`src/rtl/uart_receiver_pkg.sv`:
```
// Shared 8N1 UART definitions: FSM encodings, frame constants and bit timing.
// Keeping the timing helpers here lets the transmitter reuse the same timing.
package uart_receiver_pkg;

    localparam logic [1:0] S_IDLE  = 2'd0;
    localparam logic [1:0] S_START = 2'd1;
    localparam logic [1:0] S_DATA  = 2'd2;
    localparam logic [1:0] S_STOP  = 2'd3;

    localparam int DATA_BITS = 8;

    function automatic int symbol_edge_time(input int clk_hz, input int baud);
        return clk_hz / baud;
    endfunction

    function automatic int sample_time(input int clk_hz, input int baud);
        return symbol_edge_time(clk_hz, baud) / 2;
    endfunction

endpackage

```
`src/rtl/sync_2ff.sv`:
```
// Two-flop synchroniser for asynchronous inputs, with a selectable reset value.
module sync_2ff #(
    parameter int              WIDTH     = 1,
    parameter logic [WIDTH-1:0] RESET_VAL = '0
) (
    input  logic             clk,
    input  logic             rst_n,
    input  logic [WIDTH-1:0] d,
    output logic [WIDTH-1:0] q
);

    logic [WIDTH-1:0] meta_q;
    logic [WIDTH-1:0] sync_q;

    always_ff @(posedge clk or negedge rst_n) begin
        if (!rst_n) begin
            meta_q <= RESET_VAL;
            sync_q <= RESET_VAL;
        end else begin
            meta_q <= d;
            sync_q <= meta_q;
        end
    end

    assign q = sync_q;

endmodule

```
`src/rtl/uart_receiver.sv`:
```
// 8N1 UART receive front end: oversampling FSM plus a one-entry
// valid/ready holding register with framing-error and overrun pulses.
module uart_receiver
    import uart_receiver_pkg::*;
#(
    parameter int CPU_CLOCK_FREQ = 50_000_000,
    parameter int BAUD_RATE      = 115_200
) (
    input  logic       clk,
    input  logic       rst,
    input  logic       serial_in,
    output logic [7:0] data_out,
    output logic       data_out_valid,
    input  logic       data_out_ready,
    output logic       framing_error,
    output logic       overrun
);

    localparam int SYM = symbol_edge_time(CPU_CLOCK_FREQ, BAUD_RATE);
    localparam int SMP = sample_time(CPU_CLOCK_FREQ, BAUD_RATE);
    localparam int CW  = $clog2(SYM);
    localparam logic [CW-1:0] SYM_LAST = CW'(SYM - 1);
    localparam logic [CW-1:0] SMP_LAST = CW'(SMP - 1);

    logic                 rx_s;
    logic [1:0]           state_q, state_d;
    logic [CW-1:0]        clk_cnt_q, clk_cnt_d;
    logic [2:0]           bit_cnt_q, bit_cnt_d;
    logic [DATA_BITS-1:0] shift_q, shift_d;
    logic [DATA_BITS-1:0] data_q, data_d;
    logic                 valid_q, valid_d;
    logic                 ferr_q, ferr_d;
    logic                 ovr_q, ovr_d;

    sync_2ff #(
        .WIDTH    (1),
        .RESET_VAL(1'b1)
    ) u_rx_sync (
        .clk  (clk),
        .rst_n(rst),
        .d    (serial_in),
        .q    (rx_s)
    );

    always_comb begin
        state_d   = state_q;
        clk_cnt_d = clk_cnt_q;
        bit_cnt_d = bit_cnt_q;
        shift_d   = shift_q;
        data_d    = data_q;
        valid_d   = valid_q;
        ferr_d    = 1'b0;
        ovr_d     = 1'b0;

        if (valid_q && data_out_ready) begin
            valid_d = 1'b0;
        end

        unique case (state_q)
            S_IDLE: begin
                if (!rx_s) begin
                    state_d   = S_START;
                    clk_cnt_d = '0;
                end
            end
            S_START: begin
                if (clk_cnt_q == SMP_LAST) begin
                    if (rx_s) begin
                        state_d = S_IDLE;
                    end else begin
                        state_d   = S_DATA;
                        clk_cnt_d = '0;
                        bit_cnt_d = '0;
                    end
                end else begin
                    clk_cnt_d = clk_cnt_q + CW'(1);
                end
            end
            S_DATA: begin
                if (clk_cnt_q == SYM_LAST) begin
                    shift_d   = {rx_s, shift_q[DATA_BITS-1:1]};
                    clk_cnt_d = '0;
                    bit_cnt_d = bit_cnt_q + 3'd1;
                    if (bit_cnt_q == 3'd7) begin
                        state_d = S_STOP;
                    end
                end else begin
                    clk_cnt_d = clk_cnt_q + CW'(1);
                end
            end
            S_STOP: begin
                if (clk_cnt_q == SYM_LAST) begin
                    state_d   = S_IDLE;
                    clk_cnt_d = '0;
                    // A bad stop bit drops the byte without touching the holding register.
                    if (!rx_s) begin
                        ferr_d = 1'b1;
                    end else if (valid_q && !data_out_ready) begin
                        ovr_d = 1'b1;
                    end else begin
                        data_d  = shift_q;
                        valid_d = 1'b1;
                    end
                end else begin
                    clk_cnt_d = clk_cnt_q + CW'(1);
                end
            end
            default: begin
                state_d = S_IDLE;
            end
        endcase
    end

    always_ff @(posedge clk or negedge rst) begin
        if (!rst) begin
            state_q   <= S_IDLE;
            clk_cnt_q <= '0;
            bit_cnt_q <= '0;
            shift_q   <= '0;
            data_q    <= '0;
            valid_q   <= 1'b0;
            ferr_q    <= 1'b0;
            ovr_q     <= 1'b0;
        end else begin
            state_q   <= state_d;
            clk_cnt_q <= clk_cnt_d;
            bit_cnt_q <= bit_cnt_d;
            shift_q   <= shift_d;
            data_q    <= data_d;
            valid_q   <= valid_d;
            ferr_q    <= ferr_d;
            ovr_q     <= ovr_d;
        end
    end

    assign data_out       = data_q;
    assign data_out_valid = valid_q;
    assign framing_error  = ferr_q;
    assign overrun        = ovr_q;

endmodule

```
`config.mk`:
```
export PLATFORM = sky130hd
export DESIGN_NAME = uart_receiver
export DESIGN_NICKNAME = d
export VERILOG_FILES = /design/src/rtl/uart_receiver_pkg.sv /design/src/rtl/sync_2ff.sv /design/src/rtl/uart_receiver.sv
export SDC_FILE = /design/constraint.sdc
export NUM_CORES = 1
export LEC_CHECK = 0
export ABC_CLOCK_PERIOD_IN_PS = 1800
export CAP_MARGIN = 20
export CORE_UTILIZATION = 50
export CTS_CLUSTER_SIZE = 40
export DETAILED_ROUTE_END_ITERATION = 8
export GPL_ROUTABILITY_DRIVEN = 1
export GPL_TIMING_DRIVEN = 0
export PLACE_DENSITY = 0.8
export SYNTH_ARGS = -nofsm -noshare
export SYNTH_HDL_FRONTEND = slang
export SYNTH_SLANG_ARGS = --single-unit
```
`constraint.sdc`:
```
create_clock -name clk -period 1.8 [get_ports clk]
set_input_delay 0.36 -clock clk [delete_from_list [all_inputs] [get_ports clk]]
set_output_delay 0.36 -clock clk [all_outputs]
set_load 0.01 [all_outputs]
```
==> results by stage <==
Setup path:
- The destination of the worst register-to-register timing path is shift_q[6].
- The critical path start-end classification is reg2reg.
- The flop-to-flop setup slack is -70 ps.
- The largest fanout on the critical path is 10.
- The reg-to-reg startpoint is clk_cnt_q[1].
- The endpoint of the worst setup timing path is shift_q[6].
- The startpoint class of the critical path is a flip-flop.
- The number of cells on the worst reg-to-reg path is 6.
- STA puts the critical path data arrival time at 2100 ps.
- STA classifies the critical path endpoint as a flip-flop.
- The launching element of the worst setup path is clk_cnt_q[1].
- For the worst setup path, the data required time is 2030 ps.

Detailed routing:
- For this run, the detailed router's first-pass iteration total came to 4.
- The routed wirelength normalized by instance count is 16.5 um.
- Summing over every cut layer, the via total after detailed routing is 1,213.
- The average via count per standard cell is 5.72.
- The DRC violation count after routing is 0.
- The count of routing violations after the opening detailed-route iteration is 33.
- Once detail routing completed, the nets flagged for antenna violations numbered 0.
- The total wirelength of the detailed-routed design is 3510 um.

Global routing:
- The first global-routing pass estimated 5460 um of wire.
- Global routing finished with a remaining overflow of 0.
- Entering global routing, the biggest net connects 36 pins.
- The number of antenna violations at the first check in global routing is 0.
- The via count of the first global-routing pass was 1,137.
- Global routing used 21.7% of the available tracks across all layers.

Floorplan:
- The height of the chip is 59.5 um.
- The region available for standard cell placement spans 3100 um^2.
- The initial cell density of the core is 53.2%.
- The horizontal die dimension is 59.5 um.
- The cell row count is 20.
- The I/O pin count is 15.
- The full die area is 3540 um^2.

Timing:
- Static timing analysis puts the maximum clock frequency at 535 MHz.
- Setup repair after global routing could not meet its margin everywhere.
- The worst-case clock skew is 15.4 ps.
- The share of the clock period used by the worst path after layout is 104%.
- The actual transition at the worst max-transition pin is 759 ps.
- Once routing completed, OpenROAD measured the worst setup slack at -70.2 ps.
- The number of setup violations in the final report is 10.
- The worst path in the final design needs a cycle of 1870 ps, including I/O delays and setup.
- Across all hold checks on the routed design, the worst slack comes to 68.0 ps.
- The worst relative slew slack is 49.4%.
- The final count of hold timing violations is 0.
- The final number of max-transition violations came to 0.

Clock network:
- The later pin in the worst-skew pair is clocked with a latency of 350 ps.
- The longest clock path from root to sink contains 2 buffers.
- The number of buffers added by the clock tree synthesis step is 5.
- The clock tree from TritonCTS is built.
- The buffer type at the clock tree root is sky130_fd_sc_hd__clkbuf_4.
- The count of H-tree levels built during CTS is 2.
- The hold-fix buffer count after cts is 0.
- The tree built by TritonCTS fans out to 35 sinks.
- The clock transition time at the flip-flop clock pins of the worst setup and hold paths is 110 ps.

Flow run:
- Max-cap violations in this run came to 0.

Final layout:
- The top cell types in the final layout, fill and taps aside, are 29 x sky130_fd_sc_hd__dfrtp_1, 13 x sky130_fd_sc_hd__clkdlybuf4s50_1, 11 x sky130_fd_sc_hd__mux2_4.
- Once layout is complete, the utilization of the core stands at 68.8%.
- The finished layout cell area is 2130 um^2.
- The most common library cell in the layout ignoring fill and taps is sky130_fd_sc_hd__dfrtp_1.
- The total area of sequential cells is 883 um^2.
- From synthesis to final layout, the design area changed by 29.2%.
- The antenna diode count is 0.
- At the end of the flow, the number of nets in the layout was 176.
- The area used by multi-input combinational logic is 850 um^2.
- In the final layout, the share of cells above drive strength 1 is 34.5%.
- The number of filler cells placed in the layout is 257.

Synthesis:
- The cell area that synthesis handed to floorplanning was 1650 um^2.
- The register area share after synthesis is 53.2%.
- The average footprint of a synthesized cell is 12.1 um^2.
- Synthesis inferred 35 register bits.
- Counting every instance in the synthesized netlist gives 137.
- The yosys synthesis warning count is 0.
- The synthesized net count is 146.
- In this run, distinct cell masters in the synthesized netlist total 34.

Power and ir drop:
- In this run the power density over the cells is 647 nW/um^2.
- Across the VDD grid, the largest voltage drop is 0.000502 V.
- The leakage power figure is 0.000949 uW.

Hold path:
- In this run the worst hold path is classified as in2async.

Status:
- The checks that failed: setup timing.
- The flow ran to the end, but the final reports show violations.

Placed design:
- The number of I/O port buffers is 14.
- Detailed placement ended at an HPWL of 2120 um.
- The post-placement cell area is 1840 um^2.
- The global placer's final weighted congestion is 0.818.
==> flip-flops by register name, indices dropped and copies added (netlist names), named ones only <==
| register | flops |
|---|---|
| data_out | 8 |
| u_rx_sync.q | 1 |
| data_out_valid | 1 |
| state_q | 1 |
| clk_cnt_q | 9 |
| bit_cnt_q | 3 |
| shift_q | 8 |
| u_rx_sync.meta_q | 1 |
| overrun | 1 |
| framing_error | 1 |
==> report_power, final <==
part	switching (uW)	leakage [uW]	internal, uW	total, uW
clock	272	0.0000385	293	565
sequential	2.41	0.000462	790	792
combinational	16.8	0.000449	6.09	22.9
total	291	0.000949	1090	1380
==> through the flow <==
stage	power [uW]	cells	setup TNS (ps)	worst slack (ps)
after global placement	832	195	-12470	-303
final	1380	212	-405	-70.2
after global routing	1430	212	-1190	-87.0
after detailed placement	831	195	-4700	-213
after CTS	1390	208	-82.4	-28.1
after floorplan	810	137	0	55.1
==> per-layer routing <==
| layer | routed length, um | GRT usage (%) |
|---|---|---|
| met5 | 0 | 0 |
| met4 | 67 | 8.16 |
| met3 | 151 | 6.55 |
| met2 | 1840 | 36.1 |
| met1 | 1450 | 26.4 |
==> worst max-delay path, stage by stage, from the launching register on <==
cell	delay [ps]
sky130_fd_sc_hd__dfrtp_1	420
sky130_fd_sc_hd__inv_2	120
sky130_fd_sc_hd__ha_4	150
sky130_fd_sc_hd__nand4b_4	160
sky130_fd_sc_hd__nor4_4	390
sky130_fd_sc_hd__buf_12	200
sky130_fd_sc_hd__mux2_4	320
==> cell type report <==
class / instances / area share (%)
clock buffers: 6 / 1.93
plain buffers: 2 / 0.352
clock inverters: 2 / 1.76
multi-input cells: 90 / 39.8
repair buffers: 24 / 10.6
flip-flops and latches: 35 / 41.4
well taps: 44 / 2.58
inverters: 9 / 1.58
==> cell usage after synthesis <==
cell type / number / area share, %
sky130_fd_sc_hd__dfrtp_1: 33 / 50
sky130_fd_sc_hd__mux2_2: 17 / 12
sky130_fd_sc_hd__o21ai_0: 10 / 3.0
sky130_fd_sc_hd__inv_1: 9 / 2.0
sky130_fd_sc_hd__nor2_1: 7 / 1.6
sky130_fd_sc_hd__nand2_1: 6 / 1.4
sky130_fd_sc_hd__ha_1: 5 / 3.8
sky130_fd_sc_hd__nor3_1: 5 / 1.5
sky130_fd_sc_hd__nand2b_1: 4 / 1.5
sky130_fd_sc_hd__nand3_1: 4 / 1.2
sky130_fd_sc_hd__o221ai_1: 4 / 2.1
sky130_fd_sc_hd__clkbuf_1: 3 / 0.68
sky130_fd_sc_hd__mux2i_1: 3 / 1.8
sky130_fd_sc_hd__o22ai_1: 3 / 1.1
sky130_fd_sc_hd__dfstp_2: 2 / 3.2
sky130_fd_sc_hd__nand3b_1: 2 / 0.91
sky130_fd_sc_hd__nor2b_1: 2 / 0.76
sky130_fd_sc_hd__nor4_1: 2 / 0.76
sky130_fd_sc_hd__a21boi_2: 1 / 0.68
sky130_fd_sc_hd__a2bb2oi_1: 1 / 0.53
sky130_fd_sc_hd__and2_1: 1 / 0.38
sky130_fd_sc_hd__and4_1: 1 / 0.53
sky130_fd_sc_hd__nand4_1: 1 / 0.38
sky130_fd_sc_hd__nand4_2: 1 / 0.76
sky130_fd_sc_hd__nand4b_4: 1 / 1.4
sky130_fd_sc_hd__nor3_4: 1 / 0.99
sky130_fd_sc_hd__nor4_4: 1 / 1.3
sky130_fd_sc_hd__nor4b_2: 1 / 0.91
sky130_fd_sc_hd__o211ai_1: 1 / 0.45
sky130_fd_sc_hd__o21a_1: 1 / 0.45
sky130_fd_sc_hd__o21bai_2: 1 / 0.68
sky130_fd_sc_hd__o311ai_0: 1 / 0.53
sky130_fd_sc_hd__o31ai_1: 1 / 0.45
sky130_fd_sc_hd__xnor2_1: 1 / 0.53
==> logic make-up after synthesis <==
group / count (synthesis) / share of synthesized area [%]
xor+xnor: 1 / 0.530
compound gates: 24 / 10.1
buf+inv: 12 / 2.73
simple gates: 40 / 16.3
fa+ha+maj: 5 / 3.79
flops: 35 / 53.2
mux: 20 / 13.4
==> worst min-delay path by stage <==
| stage | start | to | slack (ps) | depth (start not counted) |
|---|---|---|---|---|
| final | rst | framing_error | 70 | 1 |
| after global routing | rst | bit_cnt_q[1] | 130 | 1 |
| after CTS | rst | bit_cnt_q[1] | 80 | 1 |
| after detailed placement | u_rx_sync.meta_q | u_rx_sync.q | 350 | 0 |
| after global placement | u_rx_sync.meta_q | u_rx_sync.q | 350 | 0 |
| after floorplan | rst | async pin | 60 | 0 |
==> timing repair <==
item                       4_1_cts  5_1_grt
buffers inserted                 5        5
pin swaps                        4        4
gates resized for setup          9       25
setup endpoints to repair       28       24
(Power assumes the default switching activity.)
